==> src/rtl/blood_ph_pkg.sv <==
// Shared width and category type for the blood-pH analyzer.
package blood_ph_pkg;

  localparam int PH_WIDTH = 4;

  typedef enum logic [1:0] {
    PH_NORMAL,
    PH_ACID,
    PH_ALKALI,
    PH_INVALID
  } ph_cat_t;

endpackage

==> src/rtl/blood_ph_analyzer_ph_classifier.sv <==
// Combinational mapping of a raw pH code onto its category.
module ph_classifier
  import blood_ph_pkg::*;
#(
  parameter int unsigned NORMAL_LO = 7,
  parameter int unsigned NORMAL_HI = 7,
  parameter int unsigned PH_MAX    = 14
) (
  input  logic [PH_WIDTH-1:0] i_ph,
  output ph_cat_t             o_cat
);

  localparam logic [PH_WIDTH-1:0] LO  = PH_WIDTH'(NORMAL_LO);
  localparam logic [PH_WIDTH-1:0] HI  = PH_WIDTH'(NORMAL_HI);
  localparam logic [PH_WIDTH-1:0] MAX = PH_WIDTH'(PH_MAX);

  // Invalid is tested first so out-of-range codes never alias to alkaline.
  always_comb begin
    o_cat = PH_NORMAL;
    if (i_ph > MAX) begin
      o_cat = PH_INVALID;
    end else if (i_ph < LO) begin
      o_cat = PH_ACID;
    end else if (i_ph > HI) begin
      o_cat = PH_ALKALI;
    end
  end

endmodule

==> src/rtl/blood_ph_analyzer.sv <==
// Blood-pH classifier with persistence filter and registered outputs.
// Optional macro ABN_COUNT_EN adds saturating acid/alkali event counters.
module blood_ph_analyzer
  import blood_ph_pkg::*;
#(
  parameter int unsigned NORMAL_LO = 7,
  parameter int unsigned NORMAL_HI = 7,
  parameter int unsigned PH_MAX    = 14,
  parameter int unsigned PERSIST   = 1
) (
  input  logic                clk,
  input  logic                rst_n,
  input  logic                sampleValid,
  input  logic [PH_WIDTH-1:0] bloodPH,
  output logic                abnormalityP,
  output logic                abnormalityQ,
  output logic                invalidPH
`ifdef ABN_COUNT_EN
  ,
  output logic [7:0]          acidCount,
  output logic [7:0]          alkaliCount
`endif
);

  localparam logic [3:0] PERSIST_C = 4'(PERSIST);

  ph_cat_t    w_cat;
  ph_cat_t    r_last, r_last_next;
  logic [3:0] r_cnt, r_cnt_next;
  logic       r_p, r_p_next;
  logic       r_q, r_q_next;
  logic       r_inv, r_inv_next;

  ph_classifier #(
    .NORMAL_LO (NORMAL_LO),
    .NORMAL_HI (NORMAL_HI),
    .PH_MAX    (PH_MAX)
  ) u_classifier (
    .i_ph  (bloodPH),
    .o_cat (w_cat)
  );

  always_comb begin
    r_last_next = r_last;
    r_cnt_next  = r_cnt;
    r_p_next    = r_p;
    r_q_next    = r_q;
    r_inv_next  = 1'b0;
    if (sampleValid) begin
      if (w_cat == PH_INVALID) begin
        r_inv_next = 1'b1;
      end else begin
        if (w_cat == r_last) begin
          r_cnt_next = (r_cnt >= PERSIST_C) ? PERSIST_C : r_cnt + 4'd1;
        end else begin
          r_last_next = w_cat;
          r_cnt_next  = 4'd1;
        end
        // Outputs follow the run only once it is long enough to trust.
        if (r_cnt_next == PERSIST_C) begin
          r_p_next = (w_cat == PH_ACID);
          r_q_next = (w_cat == PH_ALKALI);
        end
      end
    end
  end

  always_ff @(posedge clk) begin
    if (!rst_n) begin
      r_last <= PH_NORMAL;
      r_cnt  <= 4'd0;
      r_p    <= 1'b0;
      r_q    <= 1'b0;
      r_inv  <= 1'b0;
    end else begin
      r_last <= r_last_next;
      r_cnt  <= r_cnt_next;
      r_p    <= r_p_next;
      r_q    <= r_q_next;
      r_inv  <= r_inv_next;
    end
  end

  assign abnormalityP = r_p;
  assign abnormalityQ = r_q;
  assign invalidPH    = r_inv;

`ifdef ABN_COUNT_EN
  logic [7:0] r_acid_cnt;
  logic [7:0] r_alk_cnt;

  // A rise is counted on the same edge the output register goes 0->1.
  always_ff @(posedge clk) begin
    if (!rst_n) begin
      r_acid_cnt <= 8'd0;
      r_alk_cnt  <= 8'd0;
    end else begin
      if (r_p_next && !r_p && r_acid_cnt != 8'hFF) begin
        r_acid_cnt <= r_acid_cnt + 8'd1;
      end
      if (r_q_next && !r_q && r_alk_cnt != 8'hFF) begin
        r_alk_cnt <= r_alk_cnt + 8'd1;
      end
    end
  end

  assign acidCount   = r_acid_cnt;
  assign alkaliCount = r_alk_cnt;
`endif

endmodule

==> config.mk <==
export PLATFORM = sky130hd
export DESIGN_NAME = blood_ph_analyzer
export DESIGN_NICKNAME = d
export VERILOG_FILES = /design/src/rtl/blood_ph_pkg.sv /design/src/rtl/blood_ph_analyzer_ph_classifier.sv /design/src/rtl/blood_ph_analyzer.sv
export SDC_FILE = /design/constraint.sdc
export NUM_CORES = 1
export LEC_CHECK = 0
export BUFFER_PORTS_ARGS = -buffer_cell sky130_fd_sc_hd__buf_2
export CAP_MARGIN = 20
export CORE_AREA = 5 5 42 44
export CTS_BUF_LIST = sky130_fd_sc_hd__clkbuf_4
export CTS_CLUSTER_DIAMETER = 150
export CTS_CLUSTER_SIZE = 16
export DETAILED_ROUTE_END_ITERATION = 8
export DIE_AREA = 0 0 47 49
export PLACE_DENSITY_LB_ADDON = 0.1
export RECOVER_POWER = 25
export REMOVE_ABC_BUFFERS = 1
export SLEW_MARGIN = 5
export SYNTH_ARGS = -nofsm -noshare
export SYNTH_HDL_FRONTEND = slang
export SYNTH_SLANG_ARGS = --single-unit
==> constraint.sdc <==
create_clock -name clk -period 3.7 [get_ports clk]
set_input_delay 0 -clock clk [delete_from_list [all_inputs] [get_ports clk]]
set_output_delay 0 -clock clk [all_outputs]
set_load 0.1 [all_outputs]
==> run_results.csv <==
group,metric,value,unit
clock_network,cts-root-buf,"sky130_fd_sc_hd__clkbuf_4",
power_and_ir_drop,design_power_total,227.7,uW
critical_path,critPathLaunchType,"flip-flop",
final_layout,antenna_cells_inserted,0,
routing,wl_per_cell,10.15,um
sta,fin_worst_skew,0.003480,ns
routing,drt_first_pass_iters,2,
sta,finalHoldViolations,0,
logic_synthesis,unique_cell_type_count_in_the_yosys_netlist,24,
power_and_ir_drop,p_switching,62.97,uW
clock_network,cts.repair_timing.setup_buffer_count,0,
sta,unrepaired_setup_endpoints_after_global_routing,"false",
sta,max_freq,0.6339,GHz
status,run_status,"finished clean",
floorplan,initial_utilization,33.39,%
global_route,antenna_found_initial,0,
critical_path,crit_arrival,1.76,ns
final_layout,most-common-layout-cells,"sky130_fd_sc_hd__dfxtp_1 (9), sky130_fd_sc_hd__buf_2 (8), sky130_fd_sc_hd__nand2_1 (6)",
sta,timing.final.crit_share,42.63,%
final_layout,fillerInstances,163,
routing,num_vias,380,
floorplan,dieArea,0.002303,mm2
power_and_ir_drop,netSwitchingFraction,27.65,%
sta,finalSetupTns,0,ns
logic_synthesis,post_synth.cell_area_avg,8.999,um2
placed_design,detailedPlacementHpwl,659.6,um
power_and_ir_drop,vdd_ir_drop_max,140.8,uV
critical_path,critical_path.reg2reg.endpoint,"abnormalityQ",
floorplan,coreArea,0.001401,mm2
critical_path,r2r_setup_slack,2.12,ns
clock_network,cts.htree.levels,1,
global_route,grt_pass1_wl,1573,um
final_layout,area_growth_syn_to_layout,21.39,%
clock_network,post_cts_clock_slew_at_the_launch_and_capture_registers_of_the_worst_setup_and_hold_paths,0.06,ns
final_layout,layout_net_count,76,
routing,detail_route.drc_violations,0,
routing,antenna_violating_nets_post_route,0,
logic_synthesis,synth_seq_area_share,38.50,%
power_and_ir_drop,power_frac_comb,18.8,%
global_route,grt_start_max_net_pins,12,
final_layout,final_layout_size_suffix_gt1_share,27.69,%
global_route,grt_use_total,9.225,%
power_and_ir_drop,static_leakage,0.0002467,uW
power_and_ir_drop,power_density,400.9,mW/mm2
global_route,grt_overflow,0,
sta,minimum_clock_period,1.577,ns
power_and_ir_drop,cellInternalPower,164.7,uW
power_and_ir_drop,seq_power_share,45.6,%
final_layout,area.sequential,180.2,um2
final_layout,final_common_cell,"sky130_fd_sc_hd__dfxtp_1",
critical_path,r2r_start,"r_cnt[1]",
critical_path,crit_path_end_kind,"flip-flop",
clock_network,clk_path_buf_depth,2,
hold_path,holdCritStartpoint,"bloodPH[3]",
logic_synthesis,yosysWarningCount,0,
floorplan,io_pins,10,
sta,finalMaxSlewViolations,0,
floorplan,die_w,47,um
logic_synthesis,syn_area,467.9,um2
routing,avgViaCountPerCell,4.691,
global_route,via_count_of_the_first_global_routing_pass,376,
clock_network,clock_insertion_delay_worst_skew,0.25,ns
floorplan,die_h,49,um
hold_path,worst_hold_endpoint,"invalidPH",
clock_network,cts_repair_resizes,0,
critical_path,crit_type,"reg -> reg",
placed_design,io_buffers,9,
hold_path,worst_hold_path.num_cells,3,
clock_network,cts.sink_count,9,
hold_path,tightest_hold_check_type,"in -> reg",
clock_network,cts_hold_repair.buffers,1,
sta,timing.final.setup_violations,0,
power_and_ir_drop,p_clk_share,35.6,%
clock_network,tritoncts,"yes",
clock_network,tritoncts.num_buffers,3,
sta,timing_worst_slew_pin_value,0.4764,ns
logic_synthesis,flop_and_latch_count_out_of_synthesis,9,
final_layout,multi_input_comb_area,272.8,um2
sta,relSlewSlack,68.24,%
flow_run,maxCapViolations,0,
critical_path,cp_data_required_time,3.88,ns
routing,wl,822,um
critical_path,crit_fanout,4,
critical_path,reg2regPathDepth,6,
logic_synthesis,syn_inst,52,
routing,initialDrtViolationCount,5,
placed_design,routabilityCongestion,0.7028,
floorplan,core.rowCount,14,
-- worst max path at each step --
stage                        start      endpoint
final                     r_cnt[1]  abnormalityQ
after global routing      r_cnt[1]  abnormalityQ
after CTS                 r_cnt[1]  abnormalityQ
after detailed placement  r_cnt[1]  abnormalityQ
after global placement    r_cnt[1]  abnormalityQ
after floorplan           r_cnt[1]  abnormalityP
-- worst max-delay path: stages, from the launching register on --
cell and delay (ns):
sky130_fd_sc_hd__dfxtp_1 0.33, sky130_fd_sc_hd__inv_1 0.07, sky130_fd_sc_hd__ha_1 0.20, sky130_fd_sc_hd__nor4b_2 0.34
sky130_fd_sc_hd__o31ai_1 0.16, sky130_fd_sc_hd__o21ai_2 0.22, sky130_fd_sc_hd__mux2i_1 0.19
-- routing by layer --
metal / up-vias / GRT usage, % / share of wire, %
li1: 206 / - / -
met1: 167 / 12.97 / 51
met2: 7 / 11.99 / 43
met3: 0 / 3.690 / 6.3
met4: 0 / 4.147 / 0
met5: - / 0 / 0
-- synth_stat cells --
cell	number	area (um2)
sky130_fd_sc_hd__nand3b_1	1	7.510
sky130_fd_sc_hd__mux2i_1	2	20.02
sky130_fd_sc_hd__mux2i_2	1	13.76
sky130_fd_sc_hd__nor4b_2	1	15.01
sky130_fd_sc_hd__dfxtp_1	9	180.2
sky130_fd_sc_hd__clkbuf_1	1	3.750
sky130_fd_sc_hd__o2bb2ai_1	1	8.760
sky130_fd_sc_hd__and3_1	1	6.260
sky130_fd_sc_hd__a21boi_0	1	7.510
sky130_fd_sc_hd__o31ai_1	1	7.510
sky130_fd_sc_hd__xnor2_1	1	8.760
sky130_fd_sc_hd__inv_1	3	11.26
sky130_fd_sc_hd__and2_1	2	12.51
sky130_fd_sc_hd__o221a_2	1	11.26
sky130_fd_sc_hd__o21a_1	1	7.510
sky130_fd_sc_hd__and3_4	1	11.26
sky130_fd_sc_hd__or3_2	1	7.510
sky130_fd_sc_hd__ha_1	3	37.54
sky130_fd_sc_hd__nor2_1	5	18.77
sky130_fd_sc_hd__o21ai_0	1	5.000
sky130_fd_sc_hd__a21oi_1	2	10.01
sky130_fd_sc_hd__nand3_1	5	25.02
sky130_fd_sc_hd__o21ai_2	1	8.760
sky130_fd_sc_hd__nand2_1	6	22.52
-- cells by family (layout without fill, tap and decap cells) --
logic type	Yosys count	after routing	synth area share (%)
muxes	3	3	7.219
DFF	9	9	38.50
and+or+nand+nor	23	23	27.01
buffers and inverters	4	17	3.208
xor gates and xnor gates	1	1	1.872
AOI/OAI and AO/OA	9	9	14.17
adders and majority gates	3	3	8.022
-- registers in the layout, summed over array words and instances (netlist names) --
register,cells
r_cnt,4
abnormalityQ,1
abnormalityP,1
invalidPH,1
r_last,2
-- power groups by stage --
stage / clock network [uW] / logic [uW] / registers (uW)
after floorplan: 0 / 20.2 / 117
after global placement: 0 / 42.3 / 106
after detailed placement: 0 / 42.5 / 106
after CTS: 86.6 / 43.5 / 104
after global routing: 91.6 / 47.5 / 104
final: 81.1 / 42.8 / 104
-- area by class of cell --
class | count | area share [%]
inverters | 3 | 1.982
well taps | 16 | 3.524
clock buffers | 4 | 5.286
multi-input cells | 39 | 48.02
flip-flops and latches | 9 | 31.72
repair buffers | 10 | 9.471
-- stage by stage --
step	std cells	setup slack (ns)	hold slack, ns	util [%]	area, um2
6_report	81	2.123	0.05182	40.54	568.0
5_1_grt	81	1.941	0.04447	40.54	568.0
4_1_cts	81	2.108	0.04439	40.63	569.3
3_5_place_dp	76	2.144	0.2646	37.77	529.3
3_3_place_gp	76	2.151	0.2629	37.77	529.3
2_1_floorplan	51	2.261	0.1138	-	464.2
Power figures use the tool's default switching activity.
